`src/rtl/feistel_cipher_core.sv`:
```
// Iterative ARX Feistel cipher, one round per clock; encrypt/decrypt per request.
// Optional CBC chaining (iv_in/iv_load ports and chain register) is enabled by defining FEISTEL_CBC_EN.
module feistel_cipher_core #(
    parameter int BLOCK_W = 64,
    parameter int KEY_W   = 64,
    parameter int ROUNDS  = 16
) (
    input  logic               clk,
    input  logic               rst,
    input  logic               start,
    input  logic               decrypt,
    input  logic [BLOCK_W-1:0] blk_in,
    input  logic [KEY_W-1:0]   key_in,
`ifdef FEISTEL_CBC_EN
    input  logic [BLOCK_W-1:0] iv_in,
    input  logic               iv_load,
`endif
    output logic [BLOCK_W-1:0] blk_out,
    output logic               busy,
    output logic               done,
    output logic               out_valid
);

    localparam int HALF = BLOCK_W / 2;
    localparam logic [7:0] LAST_RND = 8'(ROUNDS - 1);

    typedef enum logic [1:0] {IDLE, RUN, FIN} state_t;

    state_t             state_q;
    logic [HALF-1:0]    l_q, r_q;
    logic [KEY_W-1:0]   key_q;
    logic               mode_q;
    logic [7:0]         rnd_q;
    logic [BLOCK_W-1:0] blk_out_q;
    logic               busy_q, done_q, out_valid_q;

    logic [7:0]         j_d;
    logic [31:0]        rot_d;
    logic [KEY_W-1:0]   key_rot_d;
    logic [HALF-1:0]    subkey_d, sum_d, f_d, r_next_d;
    logic               accept_d;
    logic [BLOCK_W-1:0] blk_src_d, result_d;

`ifdef FEISTEL_CBC_EN
    logic [BLOCK_W-1:0] chain_q, ct_q;
`endif

    // Decrypt walks the same subkey schedule backwards.
    always_comb begin
        j_d       = mode_q ? (LAST_RND - rnd_q) : rnd_q;
        rot_d     = (32'(j_d) * 32'd5) % 32'(KEY_W);
        key_rot_d = (key_q << rot_d) | (key_q >> (32'(KEY_W) - rot_d));
        subkey_d  = HALF'(key_rot_d ^ KEY_W'(j_d));
        sum_d     = r_q + subkey_d;
        f_d       = {sum_d[HALF-4:0], sum_d[HALF-1:HALF-3]} ^ (r_q >> 1);
        r_next_d  = l_q ^ f_d;
    end

    always_comb begin
`ifdef FEISTEL_CBC_EN
        accept_d  = start & ~iv_load;
        blk_src_d = decrypt ? blk_in : (blk_in ^ chain_q);
        result_d  = mode_q ? ({r_q, l_q} ^ chain_q) : {r_q, l_q};
`else
        accept_d  = start;
        blk_src_d = blk_in;
        result_d  = {r_q, l_q};
`endif
    end

    always_ff @(posedge clk or posedge rst) begin
        if (rst) begin
            state_q     <= IDLE;
            l_q         <= '0;
            r_q         <= '0;
            key_q       <= '0;
            mode_q      <= 1'b0;
            rnd_q       <= '0;
            blk_out_q   <= '0;
            busy_q      <= 1'b0;
            done_q      <= 1'b0;
            out_valid_q <= 1'b0;
`ifdef FEISTEL_CBC_EN
            chain_q     <= '0;
            ct_q        <= '0;
`endif
        end else begin
            done_q <= 1'b0;
            case (state_q)
                IDLE: begin
`ifdef FEISTEL_CBC_EN
                    if (iv_load) chain_q <= iv_in;
                    if (accept_d) ct_q <= blk_in;
`endif
                    if (accept_d) begin
                        l_q         <= blk_src_d[BLOCK_W-1:HALF];
                        r_q         <= blk_src_d[HALF-1:0];
                        key_q       <= key_in;
                        mode_q      <= decrypt;
                        rnd_q       <= '0;
                        busy_q      <= 1'b1;
                        out_valid_q <= 1'b0;
                        state_q     <= RUN;
                    end
                end
                RUN: begin
                    l_q   <= r_q;
                    r_q   <= r_next_d;
                    rnd_q <= rnd_q + 8'd1;
                    if (rnd_q == LAST_RND) state_q <= FIN;
                end
                FIN: begin
                    // Halves are swapped back so encrypt and decrypt share one datapath.
                    blk_out_q   <= result_d;
                    done_q      <= 1'b1;
                    out_valid_q <= 1'b1;
                    busy_q      <= 1'b0;
                    state_q     <= IDLE;
`ifdef FEISTEL_CBC_EN
                    chain_q     <= mode_q ? ct_q : result_d;
`endif
                end
                default: state_q <= IDLE;
            endcase
        end
    end

    assign blk_out   = blk_out_q;
    assign busy      = busy_q;
    assign done      = done_q;
    assign out_valid = out_valid_q;

endmodule

```
`config.mk`:
```
export PLATFORM = sky130hd
export DESIGN_NAME = feistel_cipher_core
export DESIGN_NICKNAME = d
export VERILOG_FILES = /design/src/rtl/feistel_cipher_core.sv
export SDC_FILE = /design/constraint.sdc
export NUM_CORES = 1
export LEC_CHECK = 0
export CAP_MARGIN = 20
export CORE_UTILIZATION = 50
export DETAILED_ROUTE_END_ITERATION = 16
export PLACE_DENSITY = 0.81
export SYNTH_ARGS = -nofsm -noshare
export SYNTH_HDL_FRONTEND = slang
export SYNTH_SLANG_ARGS = --single-unit
```
`constraint.sdc`:
```
create_clock -name clk -period 9.3 [get_ports clk]
set_clock_uncertainty 0.2 [all_clocks]
set_input_delay 1.86 -clock clk [delete_from_list [all_inputs] [get_ports clk]]
set_output_delay 1.86 -clock clk [all_outputs]
set_load 0.03 [all_outputs]
```
; After elaboration in Yosys (flattened, before gate mapping)
; Index checks and enable logic that the tools add are counted.
[totals]
ff_bits = 206
inputBits = 132
output_inout_bits = 67
elab_cells = 48
[op_classes]
addsub = 4
mul = 1
n_eq_ne = 5
n_shift = 2
n_mux = 15
bitwise_logic = 4
n_reduce_logical = 7
[op_table]
columns = op, n
row1 = $pmux 32 s2, 2
row2 = $mux 32, 2
row3 = $shl 64x6->32, 1
row4 = $shr 64x32->32, 1
row5 = $add 32x32->32, 1
row6 = $or 32x32->32, 1
row7 = $xor 32x31->32, 1
row8 = $xor 32x32->32, 1
row9 = $xor 32x8->32, 1
row10 = $mux 8, 2
row11 = $pmux 8 s2, 1
row12 = $add 8x1->8 const B, 1
row13 = $eq 8x4->1 const B, 1
row14 = $mul 8x3->6 const B, 1
row15 = $reduce_and 2->1, 4
row16 = $sub 4x8->8 const A, 1
row17 = $sub 7x6->8 const A, 1
row18 = $mux 2, 2
row19 = $ne 2x2->1 const B, 2
row20 = $pmux 1 s2, 2
row21 = $pmux 2 s2, 1
row22 = $reduce_bool 2->1, 2
row23 = $mux 1, 3
row24 = $eq 2x1->1 const B, 1
row25 = 2 further kinds, 2

; Logic depth before layout (Yosys ltp)
; Gate-level depths: netlist of the first run.
[logic_depth]
ltp_word = 11
depth_mapped = 32
mapped_depth_nobuf = 24

; Worst setup path after synthesis of the first run
; OpenSTA, ideal clock, no wires.
[synth_timing]
path_kind = reg2reg
from = reg rnd_q[0]
to = reg r_q[26]
setup_ps = 128
arrival_time_ps = 6305
required_time_ps = 8972
slack_ps = 2667
path_stages_with_launch = 29
n_path_buf = 7
synth_period_minus_slack_ps = 6633
cell_sequence = dfrtp_1 -> buf_6 -> buf_6 -> xnor2_4 -> buf_2 -> buf_1 -> buf_2 -> and2_1 -> ha_1 -> inv_1 -> buf_1 -> a21oi_4 -> nor2_4 -> buf_6 -> mux2_4 -> o211ai_2 -> o21ai_1 -> or3_1 -> xnor2_1 -> ha_1 -> and3_1 -> o21a_1 -> or3_1 -> a21o_1 -> a21oi_1 -> o221ai_1 -> a21oi_1 -> and4_1 -> nor3_1
[synth_between]
elab_chain_len = 11
elab_cells_between_ends = 12
cone_classes = add/sub: 3 / mul: 1 / shift: 2 / mux: 2 / bitwise: 4
[synth_lines]
columns = item, line
row1 = from (decl), 33  ; logic [7:0] rnd_q;
row2 = from (signal assigned), 109  ; rnd_q <= rnd_q + 8'd1;
row3 = $sub 4x8->8, 50  ; j_d = mode_q ? (LAST_RND - rnd_q) : rnd_q;
row4 = $mux 8 *, 50
row5 = $mul 8x3->6, 51  ; rot_d = (32'(j_d) * 32'd5) % 32'(KEY_W);
row6 = $sub 7x6->8, 52  ; key_rot_d = (key_q << rot_d) | (key_q >> (32'(KEY_W) - rot_d));
row7 = $shr 64x32->32, 52
row8 = $or 32x32->32, 52
row9 = $xor 32x8->32 *, 53  ; subkey_d = HALF'(key_rot_d ^ KEY_W'(j_d));
row10 = $add 32x32->32 *, 54  ; sum_d = r_q + subkey_d;
row11 = $xor 32x31->32 *, 55  ; f_d = {sum_d[HALF-4:0], sum_d[HALF-1:HALF-3]} ^ (r_q >> 1);
row12 = $xor 32x32->32 *, 56  ; r_next_d = l_q ^ f_d;
row13 = $pmux 32 s2 *, 89  ; case (state_q)
row14 = to (signal assigned), 97  ; r_q <= blk_src_d[HALF-1:0];
row15 = to (signal assigned), 108  ; r_q <= r_next_d;
row16 = to (decl), 30  ; logic [HALF-1:0] l_q, r_q;
; Every way passes the cells marked *; elsewhere a longest branch is shown, timed or not.
; A chain may end at the register's enable or synchronous reset.

; Final worst setup path of the first run
[layout_timing]
from = reg rnd_q[0]
to = reg r_q[0]
; The elaborated chain is that of the path after synthesis.

==> insert_results.sql, run 1 <==
INSERT INTO impl_metrics (metric_group, metric, value, unit) VALUES
('status', 'outcome', 'complete, no violations', ''),
('placed_design', 'post_dp_cell_area', '0.01923', 'sq mm'),
('layout', 'num-fill-cells', '2839', ''),
('sta', 'setup_repair_after_global_routing_missed_its_margin', 'false', ''),
('sta', 'setup_total_negative_slack', '0', 'ps'),
('critical_path', 'worstPathRequired', '9480', 'ps'),
('die', 'core', '0.03287', 'sq mm'),
('synthesis', 'synth.avg_cell_area', '9.085', 'sq um'),
('drt', 'drt-pass1-iter-count', '9', ''),
('sta', 'max_slew.worst_pin.slew', '1065', 'ps'),
('layout', 'sequential_cell_area', '0.005155', 'sq mm'),
('synthesis', 'post_synth_inst_count', '1853', ''),
('global_route', 'grt_pass1_wl', '93870', 'microns'),
('synthesis', 'synth_enable_flop_cells', '0', ''),
('cts', 'clock_tree.htree_level_count', '1', ''),
('die', 'die_area', '0.03440', 'sq mm'),
('placed_design', 'detailedPlacementHpwl', '46010', 'microns'),
('placed_design', 'placer_s_final_routability_congestion_estimate', '1.012', ''),
('layout', 'layout_commonest_cell', 'nand2_1', ''),
('synthesis', 'synth_cell_type_count', '85', ''),
('cts', 'clk_lat_worst_skew', '550', 'ps'),
('die', 'chipHeight', '185.5', 'microns'),
('sta', 'setup_violations', '0', ''),
('cts', 'clk_path_buf_depth', '3', ''),
('drt', 'detailroute.via_count', '15860', ''),
('critical_path', 'worstReg2RegEnd', 'r_q[0]$_DFFE_PP0P_', ''),
('drt', 'antenna_violating_nets_post_route', '0', ''),
('cts', 'cts_hold_buffers', '0', ''),
('critical_path', 'setup.worst_path.end', 'r_q[0]$_DFFE_PP0P_', ''),
('synthesis', 'ys.flop_type', 'dfrtp_1', ''),
('cts', 'cts_inserted_buffers', '23', ''),
('critical_path', 'timing.critical_path.fanout_max', '32', ''),
('critical_path', 'critical_path.reg2reg.startpoint', 'rnd_q[0]$_DFFE_PP0P_', ''),
('drt', 'wl_per_cell', '24.99', 'microns'),
('cts', 'post_cts_resize_count', '0', ''),
('cts', 'root_buffer', 'clkbuf_16', ''),
('layout', 'area_delta_synth_final', '19.33', '%'),
('sta', 'max_freq', '133.1', 'MHz'),
('global_route', 'antenna_violations_before_repair', '0', ''),
('sta', 'slew_violations', '0', ''),
('layout', 'final_util', '0.6112', ''),
('critical_path', 'critical_path.startpoint_type', 'register', ''),
('cts', 'tritoncts', 'done', ''),
('layout', 'finish.instance_area', '0.02009', 'sq mm'),
('global_route', 'grt_start_max_net_pins', '134', ''),
('die', 'row_count', '66', ''),
('flow_run', 'maxCapViolations', '0', ''),
('critical_path', 'cp-startpoint', 'rnd_q[0]$_DFFE_PP0P_', ''),
('layout', 'multi_input_comb_area', '0.01097', 'sq mm'),
('synthesis', 'syn-num-nets', '2025', ''),
('die', 'die_w', '185.5', 'microns'),
('critical_path', 'ff2ff_path_depth', '25', ''),
('drt', 'drt_drc_violations_left', '0', ''),
('drt', 'drt_iter0_drc', '1692', ''),
('sta', 'timing.slew.headroom', '0.2882', ''),
('cts', 'clkSlewWorstSetupHoldPaths', '70', 'ps'),
('cts', 'cts_sinks', '206', ''),
('drt', 'detail_route.wirelength', '61460', 'microns'),
('sta', 'min_period_over_period', '0.8077', ''),
('global_route', 'number_of_global_route_vias_before_repair', '15270', ''),
('layout', 'post_layout_nonfiller_instances', '2459', ''),
('worst_hold_path', 'holdCritPathClass', 'reg -> reg', ''),
('global_route', 'global_route_total_usage_across_every_layer', '0.3612', ''),
('critical_path', 'crit_arrival', '7700', 'ps'),
('placed_design', 'placed_cells_incl_taps', '2417', ''),
('layout', 'mostFrequentLayoutCells', 'nand2_1, dfrtp_1, clkdlybuf4s50_1', ''),
('drt', 'avgViaCountPerCell', '6.449', ''),
('die', 'io_pins', '199', ''),
('synthesis', 'ys_async_sr_fraction', '1.000', ''),
('critical_path', 'worst_setup_end_kind', 'register', ''),
('cts', 'cts_setup_buffers', '0', ''),
('sta', 'finalHoldViolations', '0', ''),
('synthesis', 'mappedNetlistArea', '0.01683', 'sq mm'),
('synthesis', 'synth.yosys.seq_area_share', '0.3062', ''),
('placed_design', 'port_buffers', '198', ''),
('sta', 'period_needed', '7511', 'ps'),
('synthesis', 'postSynthRegisterBits', '206', ''),
('synthesis', 'synthesis.yosys.warnings', '0', ''),
('global_route', 'grt_overflow_total', '0', ''),
('critical_path', 'critPathKind', 'reg -> reg', ''),
('layout', 'drive_above_1_share', '0.1334', ''),
('layout', 'inserted_diodes', '0', ''),
('critical_path', 'rrSetupSlack', '1790', 'ps'),
('layout', 'final_nets', '2172', ''),
('die', 'start_util', '0.5122', '');
sequential cells by signal, summed over array words and instances, names as in the netlist:
register   count
blk_out       64
busy           1
done           1
key_q         64
l_q           32
mode_q         1
out_valid      1
r_q           32
rnd_q          8
state_q        2
routing by layer:
metal | global-route usage | vias to the layer above | wire length, microns
met5 | 0 | - | 0
met4 | 0.09455 | 0 | 1656
met3 | 0.06828 | 102 | 5670
met2 | 0.5488 | 835 | 27480
met1 | 0.5240 | 7831 | 26650
li1 | - | 7089 | -
critical path: stages, from the launching register on:
cell	delay (ps)
dfrtp_1	960
xor2_4	410
and2_1	190
ha_1	310
inv_1	110
buf_4	210
a21oi_4	60
nor2_4	800
mux2i_1	350
mux2i_1	190
a22o_1	290
a222oi_1	450
buf_4	200
xnor2_1	70
ha_1	370
buf_4	150
nand4_1	120
a211oi_1	390
o311ai_0	190
buf_4	170
nand3_1	130
a31oi_1	150
o21ai_0	450
buf_4	200
xnor2_1	120
o21ai_0	100
kinds of logic after synthesis:
logic type,Yosys count,share of synthesized area
AOI/OAI and AO/OA,452,0.1734
xor gates and xnor gates,116,0.06593
adders and majority gates,40,0.03062
buffers and inverters,159,0.04623
DFF,206,0.3062
muxes,315,0.2309
and+or+nand+nor,565,0.1467
final cells by class:
cell class / instances / area share
Clock inverter: 11 / 0.009468
Timing Repair Buffer: 262 / 0.1230
Sequential cell: 206 / 0.2566
Clock buffer: 31 / 0.03314
Inverter: 19 / 0.003924
Tap cell: 442 / 0.02753
Multi-Input combinational cell: 1488 / 0.5463
Yosys cell counts (5+ instances only):
master,instances,area share
a221oi_1,5,0.0026
xor2_1,24,0.012
and2_1,19,0.0071
buf_6,14,0.0094
clkbuf_1,76,0.017
a211oi_1,20,0.0089
dfrtp_1,206,0.31
o21ai_0,89,0.026
o22ai_1,66,0.025
a31oi_1,24,0.0089
a21oi_1,101,0.030
o221ai_1,11,0.0057
o21bai_1,7,0.0031
nand4_1,7,0.0026
buf_4,11,0.0049
o21ai_1,11,0.0033
nand2_1,339,0.076
mux2i_1,185,0.11
buf_1,11,0.0025
or3_1,6,0.0022
inv_1,18,0.0040
o22a_1,8,0.0042
nor2_1,86,0.019
a22oi_1,23,0.010
o21a_1,5,0.0022
ha_1,38,0.028
buf_2,28,0.0083
and3_1,17,0.0063
xnor2_1,87,0.045
nor3_1,13,0.0039
nand3_1,46,0.014
o211ai_1,7,0.0031
a21o_1,21,0.0094
mux4_2,50,0.067
mux2_2,77,0.052
nor2b_1,11,0.0041
worst min-delay path by stage:
stage | start | endpoint | slack (ps) | cells after the start
3_3_place_gp | out_valid$_DFFE_PP0P_ | out_valid$_DFFE_PP0P_ | 290 | 2
4_1_cts | blk_out[12]$_DFFE_PP0P_ | blk_out[12]$_DFFE_PP0P_ | 310 | 1
5_1_grt | blk_out[26]$_DFFE_PP0P_ | blk_out[26]$_DFFE_PP0P_ | 320 | 1
6_report | blk_out[14]$_DFFE_PP0P_ | blk_out[14]$_DFFE_PP0P_ | 300 | 1
3_5_place_dp | blk_out[12]$_DFFE_PP0P_ | blk_out[12]$_DFFE_PP0P_ | 290 | 1
2_1_floorplan | key_q[57]$_DFFE_PP0P_ | key_q[57]$_DFFE_PP0P_ | 280 | 2
through the flow:
stage	hold WS, ps	worst slack, ps
final	304.9	1789
after global routing	318.2	1430
after CTS	308.5	1947
after detailed placement	294.8	1983
after global placement	288.1	2152
after floorplan	279.0	1616
Power of run 1 is left out: the tool's default activity adds up to more than one toggle a clock period on the data nets, which glitch-free logic cannot reach.
==> run 2, diff against run 1 <==
Settings changed: PLACE_DENSITY 0.81 to 0.83.
Clock period 9.3 ns to 6.55 ns, I/O delays scaled along.
==> run 2 against run 1 <==
  * Fmax up 22%
  * Via count rose by 2.1%
  * Die area unchanged
  * First-iteration DRC count down 0.53%
  * Register-to-register slack worse by 1400 ps
  * Count of clock-buffer cells in the layout unchanged
  * Global-route usage up 1.3 points
  * Cell area is 3.6% higher
  * Non-clock buffer count grew 99
  * Cell count grew 3.9%
  * Highest routed layer is now met5
==> insert_results.sql, run 2 (same netlist as run 1, synthesis figures left out) <==
INSERT INTO impl_metrics (metric_group, metric, value, unit) VALUES
('status', 'outcome', 'complete, no violations', ''),
('critical_path', 'crit_arrival', '6390', 'ps'),
('layout', 'mostFrequentLayoutCells', 'nand2_1, dfrtp_1, clkdlybuf4s50_1', ''),
('critical_path', 'cp_cell_sequence', 'buf_4 > xnor2_4 > buf_4 > mux4_2 > mux2i_1 > mux2i_1 > a22o_1 > a222oi_1 > xnor2_1 > ha_1 > a21o_1 > o21a_1 > or3_1 > a21o_1 > a21oi_1 > o221ai_1 > a21oi_1 > and4_1 > nor3_1', ''),
('layout', 'layout_commonest_cell', 'nand2_1', ''),
('critical_path', 'max_stage_delay', '600', 'ps'),
('drt', 'drt_drc_violations_left', '0', ''),
('global_route', 'antenna_violations_before_repair', '0', ''),
('sta', 'period_needed', '6173', 'ps'),
('cts', 'clk_path_buf_depth', '3', ''),
('layout', 'drive_above_1_share', '0.1727', ''),
('global_route', 'grt_overflow_total', '0', ''),
('global_route', 'grt_start_max_net_pins', '134', ''),
('placed_design', 'port_buffers', '198', ''),
('critical_path', 'ff2ff_path_depth', '19', ''),
('drt', 'wl_per_cell', '25.11', 'microns'),
('critical_path', 'critical-path-top-delay-family', 'compound AO/OA/AOI/OAI gates', ''),
('layout', 'area_delta_synth_final', '23.58', '%'),
('drt', 'avgViaCountPerCell', '6.333', ''),
('sta', 'setup_total_negative_slack', '0', 'ps'),
('critical_path', 'cp-startpoint', 'rnd_q[0]$_DFFE_PP0P_', ''),
('critical_path', 'path_buf_inv', '2', ''),
('layout', 'final_nets', '2271', ''),
('sta', 'setup_violations', '0', ''),
('sta', 'slew_violations', '0', ''),
('sta', 'min_period_over_period', '0.9425', ''),
('worst_hold_path', 'hold_depth', '1', ''),
('flow_run', 'maxCapViolations', '0', ''),
('critical_path', 'critPathKind', 'reg -> reg', ''),
('drt', 'detail_route.wirelength', '64170', 'microns'),
('die', 'io_pins', '199', ''),
('worst_hold_path', 'holdPathEnd', 'blk_out[28]$_DFFE_PP0P_', ''),
('cts', 'cts_inserted_buffers', '23', ''),
('global_route', 'global_route_total_usage_across_every_layer', '0.3746', ''),
('sta', 'max_freq', '162.0', 'MHz'),
('die', 'chipHeight', '185.5', 'microns'),
('drt', 'drt-pass1-iter-count', '5', ''),
('sta', 'timing.slew.headroom', '0.3286', ''),
('die', 'die_area', '0.03440', 'sq mm'),
('cts', 'cts_sinks', '206', ''),
('worst_hold_path', 'holdCritPathClass', 'reg -> reg', ''),
('sta', 'finalHoldViolations', '0', ''),
('critical_path', 'rrSetupSlack', '380', 'ps'),
('cts', 'clkSlewWorstSetupHoldPaths', '60', 'ps'),
('critical_path', 'cp_slowest_cell', 'xnor2_4', ''),
('global_route', 'grt_pass1_wl', '96490', 'microns'),
('global_route', 'number_of_global_route_vias_before_repair', '15650', ''),
('sta', 'setup_repair_after_global_routing_missed_its_margin', 'false', ''),
('critical_path', 'critical_path.reg2reg.startpoint', 'rnd_q[0]$_DFFE_PP0P_', ''),
('layout', 'num-fill-cells', '2708', ''),
('critical_path', 'critical_path.startpoint_type', 'register', ''),
('drt', 'detailroute.via_count', '16190', ''),
('drt', 'drt_iter0_drc', '1683', ''),
('cts', 'root_buffer', 'clkbuf_16', ''),
('die', 'row_count', '66', ''),
('sta', 'final.setup.worst_slack', '376.6', 'ps'),
('cts', 'clk_lat_worst_skew', '540', 'ps'),
('cts', 'cts_hold_buffers', '0', ''),
('placed_design', 'placer_s_final_routability_congestion_estimate', '1.008', ''),
('cts', 'clock_tree.htree_level_count', '1', ''),
('critical_path', 'worstPathRequired', '6770', 'ps'),
('layout', 'inserted_diodes', '0', ''),
('critical_path', 'timing.critical_path.fanout_max', '11', ''),
('sta', 'max_slew.worst_pin.slew', '997.9', 'ps'),
('placed_design', 'detailedPlacementHpwl', '49270', 'microns'),
('die', 'core', '0.03287', 'sq mm'),
('critical_path', 'worst_setup_end_kind', 'register', ''),
('die', 'start_util', '0.5122', ''),
('worst_hold_path', 'min_from', 'blk_out[28]$_DFFE_PP0P_', ''),
('cts', 'tritoncts', 'done', ''),
('drt', 'antenna_violating_nets_post_route', '0', ''),
('placed_design', 'pre_cts_ws', '254.6', 'ps'),
('critical_path', 'worstReg2RegEnd', 'r_q[26]$_DFFE_PP0P_', ''),
('die', 'die_w', '185.5', 'microns');
run 2: changes by cell type in the layout (fill, tap and decap cells not counted), moves of 2 or more:
cell / delta
clkbuf_1: +2
buf_12: +6
buf_4: +93
bufinv_16: -2
clkbuf_8: -2
clkinv_2: +2
run 2: what timing repair did:
item                       4_1_cts  5_1_grt
setup buffers                    0        2
gates resized for setup          0        1
setup endpoints to repair        0       12
run 2: worst max-delay path by stage:
| stage | endpoint | slack [ps] | cells after the start |
|---|---|---|---|
| 3_5_place_dp | r_q[26]$_DFFE_PP0P_ | 250 | 21 |
| 2_1_floorplan | r_q[26]$_DFFE_PP0P_ | 90 | 28 |
| 5_1_grt | r_q[31]$_DFFE_PP0P_ | 40 | 24 |
| 6_report | r_q[26]$_DFFE_PP0P_ | 380 | 19 |
| 4_1_cts | r_q[26]$_DFFE_PP0P_ | 220 | 21 |
| 3_3_place_gp | r_q[31]$_DFFE_PP0P_ | 370 | 24 |
run 2: per-layer routing:
metal,routed length (microns),global-route usage
met1,27310,0.5187
met2,28720,0.5741
met3,6082,0.09431
met4,1994,0.1094
met5,64,0.01481
run 2: cell type report:
cell class                 instances  area (sq um)  area share
multi-input combinational       1488         10960      0.5270
sequential                       206          5156      0.2479
timing repair buffer             361          3288      0.1581
clock buffer                      31         645.6     0.03103
tap                              442         553.0     0.02658
clock inverter                     9         122.6    0.005894
inverter                          19         75.07    0.003609
run 2: worst register-to-register path: stages (launching register included):
cell,delay (ps)
dfrtp_2,520
buf_4,240
xnor2_4,600
buf_4,260
mux4_2,570
mux2i_1,230
mux2i_1,200
a22o_1,300
a222oi_1,460
xnor2_1,140
ha_1,370
a21o_1,200
o21a_1,200
or3_1,420
a21o_1,200
a21oi_1,210
o221ai_1,170
a21oi_1,300
and4_1,240
nor3_1,50
run 2: through the flow:
step	std cells	hold WS, ps	instance area, sq um	util
after global routing	2556	314.1	20800	0.6330
final	2556	304.5	20800	0.6330
after CTS	2554	307.3	20790	0.6325
after detailed placement	2514	293.9	20020	0.6091
after global placement	2514	288.3	20020	0.6091
after floorplan	1853	279.0	16840	-
Power of run 2 is left out for the same reason.
